<file path="config.mk">
export PLATFORM = sky130hd
export DESIGN_NAME = uart_rx_fifo
export DESIGN_NICKNAME = d
export VERILOG_FILES = /design/src/rtl/uart_rx_fifo.sv
export SDC_FILE = /design/constraint.sdc
export NUM_CORES = 1
export LEC_CHECK = 0
export CAP_MARGIN = 20
export CORE_ASPECT_RATIO = 0.75
export CORE_MARGIN = 3
export CORE_UTILIZATION = 43
export DETAILED_ROUTE_END_ITERATION = 10
export GPL_ROUTABILITY_DRIVEN = 0
export GPL_TIMING_DRIVEN = 0
export PLACE_DENSITY_LB_ADDON = 0.12
export REMOVE_ABC_BUFFERS = 1
export SKIP_LAST_GASP = 1
export SYNTH_ARGS = -nofsm -noshare
export SYNTH_HDL_FRONTEND = slang
export SYNTH_SLANG_ARGS = --single-unit
</file>
<file path="constraint.sdc">
create_clock -name sys_clk -period 2.36 [get_ports sys_clk]
set_input_delay 0.472 -clock sys_clk [delete_from_list [all_inputs] [get_ports sys_clk]]
set_output_delay 0.472 -clock sys_clk [all_outputs]
set_load 0.01 [all_outputs]
</file>
<file path="src/rtl/uart_rx_fifo.sv">
// 16x oversampled 8N1 UART receiver feeding a small show-ahead FIFO.
// Reports stop-bit framing errors (one-cycle pulse) and sticky overrun.
module uart_rx_fifo #(
    parameter int unsigned CLK_HZ     = 4000000,
    parameter int unsigned BAUD       = 9600,
    parameter int unsigned FIFO_DEPTH = 4
) (
    input  logic       sys_clk,
    input  logic       reset_n,
    input  logic       ser_rx,
    output logic [7:0] rx_data,
    output logic       rx_valid,
    input  logic       rx_ready,
    output logic       rx_frame_err,
    output logic       rx_overrun,
    output logic       rx_busy
);

    localparam int unsigned DIV = (CLK_HZ + 8 * BAUD) / (16 * BAUD);
    localparam int unsigned DW  = (DIV > 1) ? $clog2(DIV) : 1;
    localparam int unsigned PW  = $clog2(FIFO_DEPTH);
    localparam int unsigned CW  = $clog2(FIFO_DEPTH + 1);

    typedef enum logic [2:0] {StIdle, StStart, StData, StStop, StWaitHigh} state_e;

    state_e          state_q, state_d;
    logic            sync1_q, sync2_q, rxs;
    logic [DW-1:0]   div_cnt_q, div_cnt_d;
    logic            tick;
    logic [3:0]      samp_q, samp_d;
    logic [2:0]      bit_idx_q, bit_idx_d;
    logic [7:0]      shift_q, shift_d;

    logic            frame_start, samp_clr, shift_en, push;

    logic [7:0]      mem_q [FIFO_DEPTH];
    logic [PW-1:0]   wr_ptr_q, rd_ptr_q;
    logic [CW-1:0]   count_q;
    logic            overrun_q;
    logic            full, pop, push_ok;

    assign rxs  = sync2_q;
    assign tick = (div_cnt_q == DW'(DIV - 1));

    // State register
    always_ff @(posedge sys_clk or negedge reset_n) begin
        if (!reset_n) begin
            state_q <= StIdle;
        end else begin
            state_q <= state_d;
        end
    end

    // Next-state logic
    always_comb begin
        state_d = state_q;
        case (state_q)
            StIdle:     if (!rxs) state_d = StStart;
            StStart:    if (tick && samp_q == 4'd7) state_d = rxs ? StIdle : StData;
            StData:     if (tick && samp_q == 4'd15 && bit_idx_q == 3'd7) state_d = StStop;
            StStop:     if (tick && samp_q == 4'd15) state_d = rxs ? StIdle : StWaitHigh;
            StWaitHigh: if (rxs) state_d = StIdle;
            default:    state_d = StIdle;
        endcase
    end

    // FSM outputs
    always_comb begin
        frame_start  = 1'b0;
        samp_clr     = 1'b0;
        shift_en     = 1'b0;
        push         = 1'b0;
        rx_frame_err = 1'b0;
        case (state_q)
            StIdle: begin
                if (!rxs) begin
                    frame_start = 1'b1;
                    samp_clr    = 1'b1;
                end
            end
            StStart: if (tick && samp_q == 4'd7 && !rxs) samp_clr = 1'b1;
            StData:  if (tick && samp_q == 4'd15) shift_en = 1'b1;
            StStop: begin
                if (tick && samp_q == 4'd15) begin
                    push         = rxs;
                    rx_frame_err = ~rxs;
                end
            end
            default: ;
        endcase
    end

    assign rx_busy = (state_q != StIdle);

    // Receive datapath next-state; samp wraps 15->0 naturally between bits
    always_comb begin
        div_cnt_d = div_cnt_q + DW'(1);
        if (frame_start || tick) div_cnt_d = '0;

        samp_d = samp_q;
        if (samp_clr)  samp_d = 4'd0;
        else if (tick) samp_d = samp_q + 4'd1;

        bit_idx_d = bit_idx_q;
        if (frame_start)   bit_idx_d = 3'd0;
        else if (shift_en) bit_idx_d = bit_idx_q + 3'd1;

        shift_d = shift_q;
        if (shift_en) shift_d = {rxs, shift_q[7:1]};
    end

    always_ff @(posedge sys_clk or negedge reset_n) begin
        if (!reset_n) begin
            sync1_q   <= 1'b1;
            sync2_q   <= 1'b1;
            div_cnt_q <= '0;
            samp_q    <= 4'd0;
            bit_idx_q <= 3'd0;
            shift_q   <= 8'h00;
        end else begin
            sync1_q   <= ser_rx;
            sync2_q   <= sync1_q;
            div_cnt_q <= div_cnt_d;
            samp_q    <= samp_d;
            bit_idx_q <= bit_idx_d;
            shift_q   <= shift_d;
        end
    end

    // FIFO: full is judged before the same-cycle pop, so push+pop on full still fits
    assign rx_valid = (count_q != '0);
    assign full     = (count_q == CW'(FIFO_DEPTH));
    assign pop      = rx_valid & rx_ready;
    assign push_ok  = push & (~full | pop);
    assign rx_data  = rx_valid ? mem_q[rd_ptr_q] : 8'h00;
    assign rx_overrun = overrun_q;

    always_ff @(posedge sys_clk) begin
        if (push_ok) mem_q[wr_ptr_q] <= shift_q;
    end

    always_ff @(posedge sys_clk or negedge reset_n) begin
        if (!reset_n) begin
            wr_ptr_q  <= '0;
            rd_ptr_q  <= '0;
            count_q   <= '0;
            overrun_q <= 1'b0;
        end else begin
            if (push_ok) wr_ptr_q <= wr_ptr_q + PW'(1);
            if (pop)     rd_ptr_q <= rd_ptr_q + PW'(1);
            case ({push_ok, pop})
                2'b10:   count_q <= count_q + CW'(1);
                2'b01:   count_q <= count_q - CW'(1);
                default: count_q <= count_q;
            endcase
            if (push && full && !pop) overrun_q <= 1'b1;
            else if (pop)             overrun_q <= 1'b0;
        end
    end

endmodule

</file>
==> results.tsv <==
stage	metric	value	unit
outcome	run status	complete, no violations	
grt	largest net degree at the start of global routing	34	
flow_run	max_cap viols	0	
logic_synthesis	asr flop ratio synth	50.8	%
logic_synthesis	#FFs+latches synth	65	
setup_path	max incr delay on CP	0.48	ns
placement	Detail Placement HPWL	3.55	mm
logic_synthesis	Seq/Total Area, Yosys	61.2	%
grt	initial antenna violation count	0	
logic_synthesis	Netlist Area Pre-Place	0.00292	mm^2
clocking	latest clock arrival within the worst-skew pair	0.33	ns
timing	final hold vios	0	
floorplan	die span in x	101	um
grt	vias in the first global route	1814	
grt	GRT overflow	0	
clocking	H-tree depth	3	
logic_synthesis	Mapped Cells	206	
routing	vias per cell	5.18	
routing	met2 wire len	2.60	mm
logic_synthesis	Ys Warns	0	
timing	Slew @ Worst Pin	0.741	ns
power_and_ir_drop	Sequential Power Share	49.8	%
routing	DR vias	1669	
clocking	clk sink count	65	
power_and_ir_drop	power density cells	766	mW/mm^2
logic_synthesis	Mean Syn Cell Area	14.2	um^2
routing	drc violations	0	
logic_synthesis	ys flop type	edfxtp_1	
timing	Min Hold Slack	0.198	ns
setup_path	slowest CP cell	mux4_2	
power_and_ir_drop	switching power	687	uW
timing	final setup margin	0.0669	ns
floorplan	Starting Density	45.3	%
power_and_ir_drop	cell-internal power	1970	uW
timing	clk_skew	0.00629	ns
power_and_ir_drop	Clk pwr share	35.6	%
cells_and_area	layout cells sized above 1	25.3	%
clocking	cts bufs inserted	9	
setup_path	ordered cell list for the critical path	buf_6, mux4_2, and2_1, dlygate4sd2_1	
timing	final setup fails	0	
routing	remaining antenna violation count	0	
timing	FMAX	0.436	GHz
logic_synthesis	Post-synth top cells	edfxtp_1 (32), dfrtp_1 (31), inv_1 (16)	
floorplan	Die Y	77.4	um
logic_synthesis	count leader, synth	edfxtp_1	
routing	per-cell routed wire length	16.7	um
timing	RSZ-0062 raised after global routing	yes	
worst_hold_path	HP Class	in -> async	
routing	M1 wire length	2.46	mm
setup_path	CP arrival	1.82	ns
floorplan	num rows	25	
setup_path	critical path peak fanout	4	
grt	total track usage	15.9	%
clocking	CTS clk-pin slew, worst paths	0.07	ns
placement	dpl ws	-0.322	ns
floorplan	# IOs	16	
placement	Buffers on Ports	15	
routing	Max Used Layer	met4	
setup_path	Crit. End Element	output port	
setup_path	Setup CP Type	reg -> out	
clocking	maximum buffer depth of the clock tree	2	
cells_and_area	nets	251	
setup_path	Startpoint Class	flop	
setup_path	Reg-to-Reg Start	rxs	
power_and_ir_drop	leak pwr	0.00159	uW
clocking	CTS root buffer	clkbuf_8	
power_and_ir_drop	Net Sw Frac	25.8	%
routing	drt pass-1 iters	4	
power_and_ir_drop	maximum VDD drop	0.000551	V
logic_synthesis	synth unique cells	41	
routing	Detailed Route Iter0 Violations	71	
setup_path	data required time of the worst path	1.89	ns
logic_synthesis	Post-synth EDFFs	32	
logic_synthesis	dominant cells by area after synthesis	edfxtp_1 (33%), dfrtp_1 (27%), mux4_2 (6.2%)	
cells_and_area	n_diodes	0	
timing	Final Cycle Share	97.2	%
routing	DR WL met3	204	um
cells_and_area	Layout area overhead	18.8	%
grt	first-pass GRT wire length	9.34	mm
power_and_ir_drop	combinational power share	14.7	%
timing	worst rel slew slack	50.6	%
routing	routed wire length	5.36	mm
floorplan	Core Footprint	0.00644	mm^2
cells_and_area	Fillers	529	
timing	Tmin final	2.29	ns
setup_path	crit path from	rd_ptr_q[0]	
logic_synthesis	post-synth top area share	32.9	%
timing	fin. max-slew vios	0	
clocking	TritonCTS clock tree	built	
logic_synthesis	dominant cell type by area after synthesis	edfxtp_1	
floorplan	die area	0.00783	mm^2
metal layers:
metal | vias to the layer above | GRT usage [%]
met1 | 819 | 21.3
met4 | 0 | 6.24
met5 | - | 0
met2 | 35 | 24.0
met3 | 11 | 4.94
li1 | 804 | -
cell usage in the layout, fill, tap and decap left out, types with 2 or more instances in the layout:
cell and count:
nor2_1 10, mux2_2 2, nand4b_1 2, edfxtp_1 32
inv_1 16, xor2_1 5, dlymetal6s2s_1 6, buf_4 8
ha_1 9, a21oi_1 5, and2_1 8, buf_2 5
nand2_1 9, mux4_2 8, mux2i_1 4, or3_1 4
nand4_1 2, mux2_4 7, nor3_1 2, xnor2_1 5
nand3_1 6, dfstp_2 2, o211ai_1 3, inv_6 2
clkbuf_8 10, dfrtp_1 30, clkdlybuf4s50_1 4, dlygate4sd2_1 3
nor3_2 4, o21ai_0 2
flip-flops by register name, summed over array words and instances (netlist names):
register and flops:
state_q 3, wr_ptr_q 2, bit_idx_q 3, div_cnt_q 5, shift_q 8, mem_q 32
rd_ptr_q 2, samp_q 4, count_q 3, rxs 1, rx_overrun 1, sync1_q 1
metrics by stage:
step	total power (uW)	area, um^2	setup TNS [ns]	util [%]	std cells
4_1_cts	2670	3400	-0.772	52.7	319
3_3_place_gp	1620	3110	-15.75	48.2	292
3_5_place_dp	1630	3120	-1.61	48.5	296
2_1_floorplan	1530	2860	0	-	196
6_report	2660	3470	0	53.9	322
5_1_grt	2790	3470	-0.0317	53.9	322
repair_timing:
item / CTS / global route
hold buffers: 0 / 0
gates resized for setup: 10 / 14
buffers inserted: 7 / 3
endpoints found under the setup margin: 29 / 33
pin swaps: 3 / 2
worst paths after layout:
check | to | slack, ns | depth (start not counted)
hold reg to reg | rxs | 0.36 | 0
setup / recovery | rx_data[2] | 0.07 | 4
max in group asynchronous | rd_ptr_q[0] | 1.62 | 1
hold / removal | wr_ptr_q[0] | 0.20 | 1
setup reg to reg | count_q[2] | 0.09 | 8
min in group sys_clk | rxs | 0.36 | 0
power groups by stage:
| stage | sequential (uW) | combinational, uW | clock, uW |
|---|---|---|---|
| 2_1_floorplan | 1330 | 196 | 0 |
| 3_3_place_gp | 1370 | 248 | 0 |
| 3_5_place_dp | 1380 | 255 | 0 |
| 4_1_cts | 1310 | 381 | 974 |
| 5_1_grt | 1330 | 439 | 1020 |
| 6_report | 1320 | 390 | 946 |
cell type report:
| class | count | area, um^2 | area share [%] |
|---|---|---|---|
| clock buffers | 10 | 138 | 3.96 |
| clock inverters | 6 | 63.8 | 1.84 |
| inverters | 16 | 60.1 | 1.73 |
| multi-input cells | 115 | 1050 | 30.2 |
| flip-flops and latches | 65 | 1790 | 51.6 |
| well taps | 81 | 101 | 2.92 |
| repair buffers | 29 | 268 | 7.71 |
worst max-delay path, delay by kind of cell, from the launching register on:
family,cells,cell delay [ns]
and+or+nand+nor,1,0.16
DFF,1,0.44
buffers and inverters,2,0.41
muxes,1,0.48
logic make-up after synthesis:
group                      after synthesis  share of synthesized area, %
DFF                                     65                          61.2
and+or+nand+nor                         58                          11.4
buffers and inverters                   26                          4.28
muxes                                   21                          11.9
AOI/OAI and AO/OA                       15                          3.17
adders and majority gates               11                          4.97
xor gates and xnor gates                10                          3.00
Power figures use the tool's default switching activity.
